$ cat src/rtl/sr_drv_pkg.sv
// sr_drv_pkg: command and state encodings shared by the SR flip-flop driver
package sr_drv_pkg;
    typedef enum logic [1:0] {
        OP_NOP = 2'b00,
        OP_SET = 2'b01,
        OP_RST = 2'b10,
        OP_TGL = 2'b11
    } op_t;
    typedef enum logic [1:0] {
        IDLE  = 2'b00,
        DRIVE = 2'b01,
        CHECK = 2'b10
    } state_t;
endpackage

$ cat src/rtl/sr_drv_timer.sv
// sr_drv_timer: loadable down-counter with zero flag, shared by DRIVE and CHECK
//   clk, rst_n : clock, async active-low reset
//   load, val  : load val on the next rising edge (priority over counting)
//   zero       : counter is zero; counting stops there
module sr_drv_timer #(
    parameter int W = 2
) (
    input  logic         clk,
    input  logic         rst_n,
    input  logic         load,
    input  logic [W-1:0] val,
    output logic         zero
);
    logic [W-1:0] cnt;
    always_ff @(posedge clk or negedge rst_n) begin
        if (!rst_n) cnt <= '0;
        else if (load) cnt <= val;
        else if (cnt != '0) cnt <= cnt - W'(1);
    end
    assign zero = cnt == '0;
endmodule

$ cat src/rtl/sr_ff_driver.sv
// sr_ff_driver: issues one S or R pulse per command to a falling-edge SR flip-flop and verifies Q
//   req_valid/req_op/req_ready : command handshake (NOP, SET, RESET, TOGGLE)
//   S, R                       : registered, mutually exclusive drives to the flip-flop
//   q_fb                       : Q feedback from the flip-flop
//   done / err                 : one-cycle completion / timeout pulses
//   busy, err_count            : in DRIVE or CHECK; saturating count of err pulses
module sr_ff_driver
    import sr_drv_pkg::*;
#(
    parameter int PULSE_CYCLES   = 1,
    parameter int TIMEOUT_CYCLES = 4,
    parameter int ERR_W          = 8
) (
    input  logic             clk,
    input  logic             rst_n,
    input  logic             req_valid,
    input  logic [1:0]       req_op,
    output logic             req_ready,
    output logic             S,
    output logic             R,
    input  logic             q_fb,
    output logic             done,
    output logic             err,
    output logic             busy,
    output logic [ERR_W-1:0] err_count
);
    localparam int MAXC = PULSE_CYCLES > TIMEOUT_CYCLES ? PULSE_CYCLES : TIMEOUT_CYCLES;
    localparam int TW   = $clog2(MAXC) > 0 ? $clog2(MAXC) : 1;
    state_t        state, state_n;
    logic          tgt, tgt_n, s_n, r_n, done_n, err_n, tload, tzero;
    logic [TW-1:0] tval;
    sr_drv_timer #(.W(TW)) u_timer (
        .clk  (clk),
        .rst_n(rst_n),
        .load (tload),
        .val  (tval),
        .zero (tzero)
    );
    // Timer is loaded with (edges - 1) so the zero flag marks the last edge of a phase.
    always_comb begin
        state_n = state;
        tgt_n   = tgt;
        s_n     = 1'b0;
        r_n     = 1'b0;
        done_n  = 1'b0;
        err_n   = 1'b0;
        tload   = 1'b0;
        tval    = '0;
        case (state)
            IDLE: if (req_valid) begin
                if (req_op == OP_NOP) done_n = 1'b1;
                else begin
                    tgt_n   = req_op == OP_SET ? 1'b1 : req_op == OP_RST ? 1'b0 : ~q_fb;
                    s_n     = tgt_n;
                    r_n     = ~tgt_n;
                    tload   = 1'b1;
                    tval    = TW'(PULSE_CYCLES - 1);
                    state_n = DRIVE;
                end
            end
            DRIVE: if (tzero) begin
                tload   = 1'b1;
                tval    = TW'(TIMEOUT_CYCLES - 1);
                state_n = CHECK;
            end else begin
                s_n = tgt;
                r_n = ~tgt;
            end
            CHECK: begin
                done_n  = q_fb == tgt;
                err_n   = q_fb != tgt && tzero;
                state_n = done_n || err_n ? IDLE : CHECK;
            end
            default: state_n = IDLE;
        endcase
    end
    always_ff @(posedge clk or negedge rst_n) begin
        if (!rst_n) begin
            state     <= IDLE;
            tgt       <= 1'b0;
            S         <= 1'b0;
            R         <= 1'b0;
            done      <= 1'b0;
            err       <= 1'b0;
            err_count <= '0;
        end else begin
            state <= state_n;
            tgt   <= tgt_n;
            S     <= s_n;
            R     <= r_n;
            done  <= done_n;
            err   <= err_n;
            if (err_n && err_count != '1) err_count <= err_count + ERR_W'(1);
        end
    end
    assign req_ready = state == IDLE;
    assign busy      = state != IDLE;
endmodule

$ cat config.mk
export PLATFORM = sky130hd
export DESIGN_NAME = sr_ff_driver
export DESIGN_NICKNAME = d
export VERILOG_FILES = /design/src/rtl/sr_drv_pkg.sv /design/src/rtl/sr_drv_timer.sv /design/src/rtl/sr_ff_driver.sv
export SDC_FILE = /design/constraint.sdc
export NUM_CORES = 1
export LEC_CHECK = 0
export ABC_CLOCK_PERIOD_IN_PS = 5100
export CORE_ASPECT_RATIO = 1.1
export CORE_MARGIN = 5
export CORE_UTILIZATION = 50
export DETAILED_ROUTE_END_ITERATION = 8
export PLACE_DENSITY = 0.81
export SYNTH_ARGS = -nofsm -noshare
export SYNTH_HDL_FRONTEND = slang
export SYNTH_SLANG_ARGS = --single-unit
$ cat constraint.sdc
create_clock -name clk -period 5.1 [get_ports clk]
set_clock_uncertainty 0.15 [all_clocks]
set_input_delay 1.02 -clock clk [delete_from_list [all_inputs] [get_ports clk]]
set_output_delay 1.02 -clock clk [all_outputs]
set_load 0.01 [all_outputs]
Word-level counts from Yosys, hierarchy flattened. Index checks and enable logic that the tools add are counted.

Logic and storage cells: 62. Output and inout bits: 14. Input bits: 6. Bits in registers: 17.

Equal/unequal tests: 10. Bitwise gates (word level): 4. Muxes and demuxes: 27. Reductions and logical operators: 11. $add $sub $neg: 2.

Operators by type and width (number): $mux W2 (8); $mux W1 (14); $add A8 B1 Y8 const B (1); $ne A8 B8 Y1 const B (1); $pmux W1 S2 (4); $logic_not A2 Y1 (3); $ne A2 B2 Y1 const B (3); $pmux W2 S3 (1); $reduce_and A3 Y1 (2); $reduce_bool A2 Y1 (3); $eq A2 B1 Y1 const B (2); $eq A2 B2 Y1 const B (2); $not A1 Y1 (4); $logic_and A1 B1 Y1 (2); $sub A2 B1 Y2 const B (1); $eq A1 B1 Y1 (1); $logic_or A1 B1 Y1 (1); $ne A1 B1 Y1 (1).

Longest topological paths before layout. Gate-level depths: netlist of the first run.

Word-level depth: 7. Depth in mapped cells: 8. Depth with buffers taken out: 7.

By module. A second synthesis of the first run with hierarchy kept.

Cells, all modules: 84. Area, all modules: 857.1 µm².

By module, submodules not included: sr_ff_driver (instances 1, cells an instance 72, area each 743.2 µm²); sr_drv_timer (instances 1, cells an instance 12, area each 113.9 µm²).

Worst setup path after synthesis of the first run. No wires, ideal clock.

Path type: input port to flip-flop. Start: in q_fb. End: reg err_count[6]. Setup time: 0.125 ns. Data required time: 4.825 ns. Setup slack: 2.966 ns. Data arrival time: 1.859 ns. Cell stages on the path: 5. Path through: xnor2_1 -> or2_1 -> inv_2 -> nand3_2 -> mux2_4.

Cells in the longest elaborated chain, start to end: 4.

Ends and longest elaborated chain: start, declared (line sr_ff_driver.sv:21) `input logic q_fb,`; $ne A1 B1 Y1 (line sr_ff_driver.sv:71) `err_n = q_fb != tgt && tzero;`; $logic_and A1 B1 Y1 (line sr_ff_driver.sv:71); $mux W1 (line sr_ff_driver.sv:49) `case (state)`; net err_n (line sr_ff_driver.sv:30) `logic tgt, tgt_n, s_n, r_n, done_n, err_n, tload, tzero;`; $logic_and A1 B1 Y1 (line sr_ff_driver.sv:93) `if (err_n && err_count != '1) err_count <= err_count + ERR_W'(1);`; end signal, assigned (line sr_ff_driver.sv:93); end, declared (line sr_ff_driver.sv:25) `output logic [ERR_W-1:0] err_count`.

The timed path passes the listed nets, and every way through them passes these cells. A chain may end at the register's enable or synchronous reset.

Worst setup path in the final report of the first run.
Start: reg state[1]. End: out req_ready.

Cells in the longest elaborated chain, start to end: 1.

Ends and longest elaborated chain: start, declared (line sr_ff_driver.sv:29) `state_t state, state_n;`; start signal, assigned (line sr_ff_driver.sv:87) `state <= state_n;`; $logic_not A2 Y1 (line sr_ff_driver.sv:96) `assign req_ready = state == IDLE;`; end, declared (line sr_ff_driver.sv:18) `output logic req_ready,`.

No other way between the ends.

==> results of run 1 <==
logic make-up after synthesis:
group,share of synthesized area (%)
compound gates,7.284
xor+xnor,5.312
fa+ha+maj,4.248
buf+inv,3.792
flops,51.59
mux,5.614
simple gates,22.16
flip-flops by register name (all words and copies together) (netlist names):
name and cells:
err_count 8, u_timer.cnt 2, state 2, done 1, tgt 1, S 1
err 1, R 1
stage by stage:
| step | worst slack (ns) | utilization, % | hold WS, ns | cell area [um2] |
|---|---|---|---|---|
| final | 2.381 | 67.06 | 0.3824 | 1057 |
| after global routing | 2.231 | 67.06 | 0.4220 | 1057 |
| after CTS | 2.367 | 67.06 | 0.3818 | 1057 |
| after detailed placement | 2.380 | 65.40 | 0.3623 | 1031 |
| after global placement | 2.431 | 65.40 | 0.3594 | 1031 |
| after floorplan | 2.966 | - | 0.3235 | 824.5 |
area by class of cell:
class | count | share of cell area [%]
inverter | 7 | 2.485
tap | 17 | 2.012
timing repair buffer | 19 | 17.99
multi-input combinational | 52 | 34.79
sequential | 17 | 40.24
clock buffer | 4 | 2.485
worst register-to-register path, delay by kind of cell, from the launching register on:
family	cells	cell delay [ns]
compound gates	1	0.35
fa+ha+maj	1	0.25
flops	1	0.44
mux	1	0.37
simple gates	1	0.26
power breakdown:
| part | leakage (nW) | internal [mW] | switching, mW | total, mW |
|---|---|---|---|---|
| clock network | 0.0150 | 0.0303 | 0.0381 | 0.0684 |
| logic | 0.257 | 0.105 | 0.0948 | 0.200 |
| registers | 0.212 | 0.174 | 0.0371 | 0.211 |
placed cells by master (no fill, tap or decap), drive strengths merged:
cell type / n
nand3: 6
mux2i: 2
or4b: 1
nor4b: 1
o21a: 1
nand3b: 2
nand2: 5
dfrtp: 17
or2: 1
o211a: 1
nand4: 2
a211oi: 1
xnor2: 3
clkdlybuf4s50: 19
xor2: 2
nor2: 7
nand2b: 1
or3: 2
o21ai: 2
and4: 2
clkbuf: 4
mux2: 2
ha: 2
o211ai: 1
o31ai: 1
a21oi: 1
maj3: 1
inv: 7
and3: 2
metal layers:
layer	track usage [%]	routed length, um	vias up
li1	-	-	313
met1	15.38	646	316
met2	23.04	728	20
met3	2.564	120	2
met4	5.381	9	0
met5	0	0	-
worst paths after layout:
check                                  start  cells after the start  slack, ns            to
worst max-delay path                state[1]                      2       2.38     req_ready
worst max register to register  err_count[0]                      4       3.18  err_count[1]
max in group asynchronous              rst_n                      1       3.31      state[0]
worst min register to register      state[0]                      1       0.38          done
min in group asynchronous              rst_n                      1       1.03  err_count[4]
worst min-delay path                state[0]                      1       0.38          done
==> out/qor.log, run 1 <==
qor: outcome.outcome completed
qor: yosys.yosysWarningCount 0
qor: pwr.vdd.ir_drop.worst 0.3087 mV
qor: yosys.yosysTopAreaCell sky130_fd_sc_hd__dfrtp_1
qor: finish.syn2layout_area_growth 28.22%
qor: job.drv_cap 0
qor: yosys.async_reset_ff_share 100.0%
qor: floorplan.floorplan.die.height 52.59 um
qor: placement.i_o_buffers 19
qor: clocking.cts-resized-gates 0
qor: finish.multiInputGateArea 367.9 um2
qor: placement.dp_hpwl 1.166 mm
qor: routing.dr.pass1.iters 4
qor: yosys.synthTopCellsByCount 17 x sky130_fd_sc_hd__dfrtp_1, 7 x sky130_fd_sc_hd__nor2_1, 6 x sky130_fd_sc_hd__inv_1
qor: timing.max_slew.worst_pin.slew 0.7462 ns
qor: worst_setup_path.crit_path_start_kind register
qor: grt.grt_remaining_overflow 0
qor: clocking.cts_tree yes
qor: clocking.clock_tree.root_cell sky130_fd_sc_hd__clkbuf_4
qor: floorplan.core-area 1577 um2
qor: timing.finalSetupViolCount 0
qor: floorplan.floorplan.rows 15
qor: clocking.clock_tree.htree_level_count 1
qor: yosys.synth_flop_cell sky130_fd_sc_hd__dfrtp_1
qor: grt.grt_start_max_net_pins 18
qor: yosys.synthesis.instances 77
qor: worst_setup_path.worstSetupPathType reg -> out
qor: worst_setup_path.timing.critical_path.cells nor2_1, clkdlybuf4s50_1
qor: finish.num_antenna_cells 0
qor: worst_setup_path.critPathMaxStageDelay 0.58 ns
qor: finish.nets 108
qor: yosys.synth_area_leaders sky130_fd_sc_hd__dfrtp_1 52%, sky130_fd_sc_hd__nor2_1 3.2%, sky130_fd_sc_hd__xnor2_1 3.2%
qor: clocking.cts.repair_timing.setup_buffer_count 0
qor: timing.max_clock_freq 367.7 MHz
qor: clocking.clock_insertion_delay_worst_skew 0.28 ns
qor: routing.routedWlPerCell 12.98 um
qor: timing.rsz0062_at_grt false
qor: worst_hold_path.class_of_the_tightest_hold_or_removal_check reg -> reg
qor: clocking.cts_inserted_buffers 3
qor: timing.max-slew-margin-rel 50.10%
qor: yosys.synth.lib_cells_used.distinct 32
qor: finish.share_of_cells_above_drive_strength_1 9.091%
qor: worst_setup_path.timing.critical_path.slowest_stage_cell sky130_fd_sc_hd__clkdlybuf4s50_1
qor: yosys.synthDominantCellAreaShare 51.59%
qor: grt.global_route_total_usage_across_every_layer 13.03%
qor: timing.setup_tns_final 0 ns
qor: yosys.mappedNetlistArea 824.5 um2
qor: timing.final_min_period_over_clock_period 53.32%
qor: routing.vias 651
qor: finish.nFillCells 128
qor: yosys.synth_most_common_cell sky130_fd_sc_hd__dfrtp_1
qor: placement.dpl.cell_count 112
qor: routing.drc 0
qor: routing.ant_nets 0
qor: timing.finalHoldViolations 0
qor: yosys.syn-num-nets 85
qor: yosys.average_cell_area_after_synthesis 10.71 um2
qor: floorplan.pin_count 20
qor: placement.place.gp.congestion 0.8300
qor: yosys.number_of_enable_flip_flop_cells_after_synthesis 0
qor: worst_setup_path.timing.critical_path.required 3.93 ns
qor: pwr.total_power 0.4790 mW
qor: routing.finalWirelength 1.506 mm
qor: floorplan.floorplan.initialDensity 52.30%
qor: clocking.cts-root-to-sink-buffers 2
qor: worst_setup_path.arrival_time_of_the_worst_setup_path 1.55 ns
qor: clocking.clock_transition_time_at_the_flip_flop_clock_pins_of_the_worst_setup_and_hold_paths 0.09 ns
qor: worst_setup_path.cp.buffers_inverters 1
qor: grt.grt_pass1_wl 2.684 mm
qor: worst_setup_path.end_kind output pin
qor: finish.final-instance-count-excl-fill 116
qor: grt.grt_pass1_vias 647
qor: floorplan.chipWidth 48.72 um
qor: worst_setup_path.critical_path.max_fanout 7
qor: routing.drt_iter0_markers 11
qor: timing.timing.final.max_slew_violations 0
qor: worst_setup_path.crit_family buffers and inverters
qor: finish.final-seq-area 425.4 um2
qor: timing.period_minus_slack 2.719 ns
qor: pwr.cellLeakagePower 0.4843 nW
qor: clocking.post_cts_hold_buffer_count 0
qor: clocking.clkSinkCount 17
qor: pwr.power_density 453.1 nW/um2
qor: yosys.ys_seq_elements 17
qor: grt.antenna_found_initial 0
qor: yosys.register_area_share_after_synthesis 51.59%
qor: routing.post_drt_via_cell_ratio 5.612
qor: floorplan.die_area 2562 um2
No activity file was read; power rests on OpenSTA's default activity.
==> inputs of run 2 (changes only) <==
- ABC_CLOCK_PERIOD_IN_PS: 5100 -> 2600
- CORE_UTILIZATION: 50 -> 47
- PLACE_DENSITY: 0.81 -> 0.76
- clock period: 5.1 -> 2.6 ns (I/O delays scaled with it)
==> out/qor.log, run 2 (synthesis results as in run 1) <==
qor: grt.grt_remaining_overflow 0 [unchanged]
qor: routing.vias 652 [was 651]
qor: pwr.sequential_share_of_power 43.9% [was 44.0%]
qor: grt.antenna_found_initial 0 [unchanged]
qor: floorplan.die_area 2693 um2 [was 2562 um2]
qor: pwr.cellLeakagePower 0.4870 nW [was 0.4843 nW]
qor: finish.syn2layout_area_growth 28.38% [was 28.22%]
qor: routing.routedWlPerCell 13.22 um [was 12.98 um]
qor: routing.ant_nets 0 [unchanged]
qor: finish.final-instance-count-excl-fill 116 [unchanged]
qor: finish.post-route-cell-area 1059 um2 [was 1057 um2]
qor: clocking.cts-resized-gates 0 [unchanged]
qor: pwr.vdd.ir_drop.worst 0.6088 mV [was 0.3087 mV]
qor: grt.grt_start_max_net_pins 18 [unchanged]
qor: timing.max_clock_freq 449.6 MHz
qor: worst_setup_path.critical_path.max_fanout 7 [unchanged]
qor: timing.finalSetupViolCount 0 [unchanged]
qor: timing.finalHoldViolations 0 [unchanged]
qor: worst_setup_path.timing.critical_path.cells nor2_1, clkdlybuf4s50_1 [unchanged]
qor: floorplan.chipWidth 49.94 um [was 48.72 um]
qor: finish.nets 108 [unchanged]
qor: pwr.combinationalPowerShare 41.8% [was 41.7%]
qor: placement.postPlaceCellArea 1031 um2 [unchanged]
qor: clocking.cts_tree yes [unchanged]
qor: finish.num_antenna_cells 0 [unchanged]
qor: routing.post_drt_via_cell_ratio 5.621 [was 5.612]
qor: worst_setup_path.critPathMaxStageDelay 0.59 ns [was 0.58 ns]
qor: worst_setup_path.worstSetupPathType reg -> out [unchanged]
qor: pwr.clockPowerShare 14.3% [about the same]
qor: pwr.power.internal 0.6043 mW [was 0.3090 mW]
qor: worst_setup_path.crit_path_start_kind register [unchanged]
qor: timing.setup_tns_final 0 ns [unchanged]
qor: clocking.clock_tree.root_cell sky130_fd_sc_hd__clkbuf_4 [unchanged]
qor: finish.largest_register_ff_count 8 [unchanged]
qor: grt.grt_pass1_wl 2.780 mm [was 2.684 mm]
qor: clocking.cts.repair_timing.setup_buffer_count 0 [unchanged]
qor: timing.period_minus_slack 2.224 ns
qor: floorplan.floorplan.rows 15 [unchanged]
qor: timing.timing.final.ws_setup 0.3758 ns [was 2.381 ns]
qor: pwr.power_density 887.7 nW/um2 [was 453.1 nW/um2]
qor: finish.final-seq-area 425.4 um2 [unchanged]
qor: routing.dr.pass1.iters 4 [unchanged]
qor: worst_setup_path.timing.critical_path.required 1.93 ns [was 3.93 ns]
qor: finish.layout.cells.most_common_list 19 x sky130_fd_sc_hd__clkdlybuf4s50_1, 17 x sky130_fd_sc_hd__dfrtp_1, 7 x sky130_fd_sc_hd__nor2_1, 6 x sky130_fd_sc_hd__inv_1 [unchanged]
qor: job.drv_cap 0 [unchanged]
qor: timing.max_slew.worst_pin.slew 0.7574 ns [was 0.7462 ns]
qor: outcome.outcome completed [unchanged]
qor: finish.reg.largest.list err_count: 8 flops, state: 2 flops, u_timer.cnt: 2 flops [unchanged]
qor: floorplan.floorplan.die.height 53.93 um [was 52.59 um]
qor: finish.register_ranked_first_by_flip_flop_count err_count [unchanged]
qor: timing.final_min_period_over_clock_period 85.55%
qor: placement.dp_hpwl 1.183 mm [was 1.166 mm]
qor: grt.global_route_total_usage_across_every_layer 13.44% [was 13.03%]
qor: clocking.clkSinkCount 17 [unchanged]
qor: clocking.cts-root-to-sink-buffers 2 [unchanged]
qor: finish.share_of_cells_above_drive_strength_1 10.10% [was 9.091%]
qor: pwr.power.net_switching 0.3353 mW [was 0.1700 mW]
qor: clocking.clock_insertion_delay_worst_skew 0.28 ns [about the same]
qor: timing.rsz0062_at_grt false [unchanged]
qor: timing.timing.final.max_slew_violations 0 [unchanged]
qor: floorplan.floorplan.initialDensity 51.09% [was 52.30%]
qor: worst_setup_path.end_kind output pin [unchanged]
qor: worst_setup_path.timing.critical_path.slowest_stage_cell sky130_fd_sc_hd__clkdlybuf4s50_1 [unchanged]
qor: clocking.cts_inserted_buffers 3 [unchanged]
qor: routing.drt_iter0_markers 4 [was 11]
qor: worst_hold_path.class_of_the_tightest_hold_or_removal_check reg -> reg [unchanged]
qor: placement.place_ws 0.4156 ns [was 2.380 ns]
qor: clocking.clock_tree.htree_level_count 1 [unchanged]
qor: placement.place.gp.congestion 0.8188 [was 0.8300]
qor: floorplan.core-area 1614 um2 [was 1577 um2]
qor: placement.i_o_buffers 19 [unchanged]
qor: floorplan.pin_count 20 [unchanged]
qor: worst_setup_path.arrival_time_of_the_worst_setup_path 1.55 ns [about the same]
qor: pwr.switching_share 35.69% [was 35.49%]
qor: placement.dpl.cell_count 112 [unchanged]
qor: timing.max-slew-margin-rel 49.35% [was 50.10%]
qor: clocking.post_cts_hold_buffer_count 0 [unchanged]
qor: grt.grt_pass1_vias 655 [was 647]
qor: finish.nFillCells 131 [was 128]
qor: clocking.clock_transition_time_at_the_flip_flop_clock_pins_of_the_worst_setup_and_hold_paths 0.10 ns [was 0.09 ns]
qor: finish.final_common_cell sky130_fd_sc_hd__clkdlybuf4s50_1 [unchanged]
qor: routing.drc 0 [unchanged]
qor: finish.multiInputGateArea 367.9 um2 [unchanged]
qor: routing.finalWirelength 1.534 mm [was 1.506 mm]
run 2: changes by cell type in the layout (fill, tap and decap cells not counted):
cell,delta
sky130_fd_sc_hd__clkbuf_1,-1
sky130_fd_sc_hd__clkinv_2,+1
run 2: power by group through the flow:
| stage | clock (mW) | sequential, mW | combinational, mW |
|---|---|---|---|
| 2_1_floorplan | 0 | 0.422 | 0.207 |
| 3_3_place_gp | 0 | 0.414 | 0.382 |
| 3_5_place_dp | 0 | 0.419 | 0.395 |
| 4_1_cts | 0.143 | 0.414 | 0.399 |
| 5_1_grt | 0.159 | 0.427 | 0.440 |
| 6_report | 0.134 | 0.413 | 0.393 |
run 2: path summary, 6_finish.rpt:
path	startpoint	endpoint	slack, ns	cells after the start
worst min-delay path	state[0]	done	0.37	1
worst max register to register	err_count[0]	err_count[1]	0.67	4
worst min register to register	state[0]	done	0.37	1
worst max-delay path	state[1]	req_ready	0.38	2
min in group asynchronous	rst_n	err_count[3]	0.53	1
max in group asynchronous	rst_n	state[0]	1.29	1
run 2: metal layers:
| layer | GRT usage, % | wire [um] | up-vias | share of wire, % |
|---|---|---|---|---|
| met4 | 3.930 | 12 | 0 | 0.78 |
| met1 | 15.54 | 616 | 322 | 40 |
| met2 | 24.36 | 806 | 15 | 53 |
| met3 | 3.601 | 98 | 2 | 6.4 |
| met5 | 0 | 0 | - | 0 |
| li1 | - | - | 313 | - |
run 2: critical path: cells and delay by family, from the launching register on:
kind	cells	cell delay, ns
AND/OR/NAND/NOR	1	0.24
buffers and inverters	1	0.59
flip-flops	1	0.45
run 2: metrics by stage:
stage | power [mW] | hold WS [ns] | utilization, %
2_1_floorplan | 0.6294 | 0.07441 | -
3_3_place_gp | 0.7960 | 0.3552 | 63.88
3_5_place_dp | 0.8145 | 0.3680 | 63.88
4_1_cts | 0.9549 | 0.3733 | 65.58
5_1_grt | 1.026 | 0.3846 | 65.58
6_report | 0.9397 | 0.3664 | 65.58
run 2: final cells by class:
type                    count  share of cell area (%)
flip-flops and latches     17                   40.19
multi-input cells          52                   34.75
clock inverters             1                  0.4728
repair buffers             19                   17.97
clock buffers               3                   2.128
inverters                   7                   2.482
well taps                  17                   2.009
==> inputs of run 3 (changes only) <==
- ABC_AREA: default -> 0
==> results of run 3 <==
Final layout, timing and power as in run 2 (identical DEF).
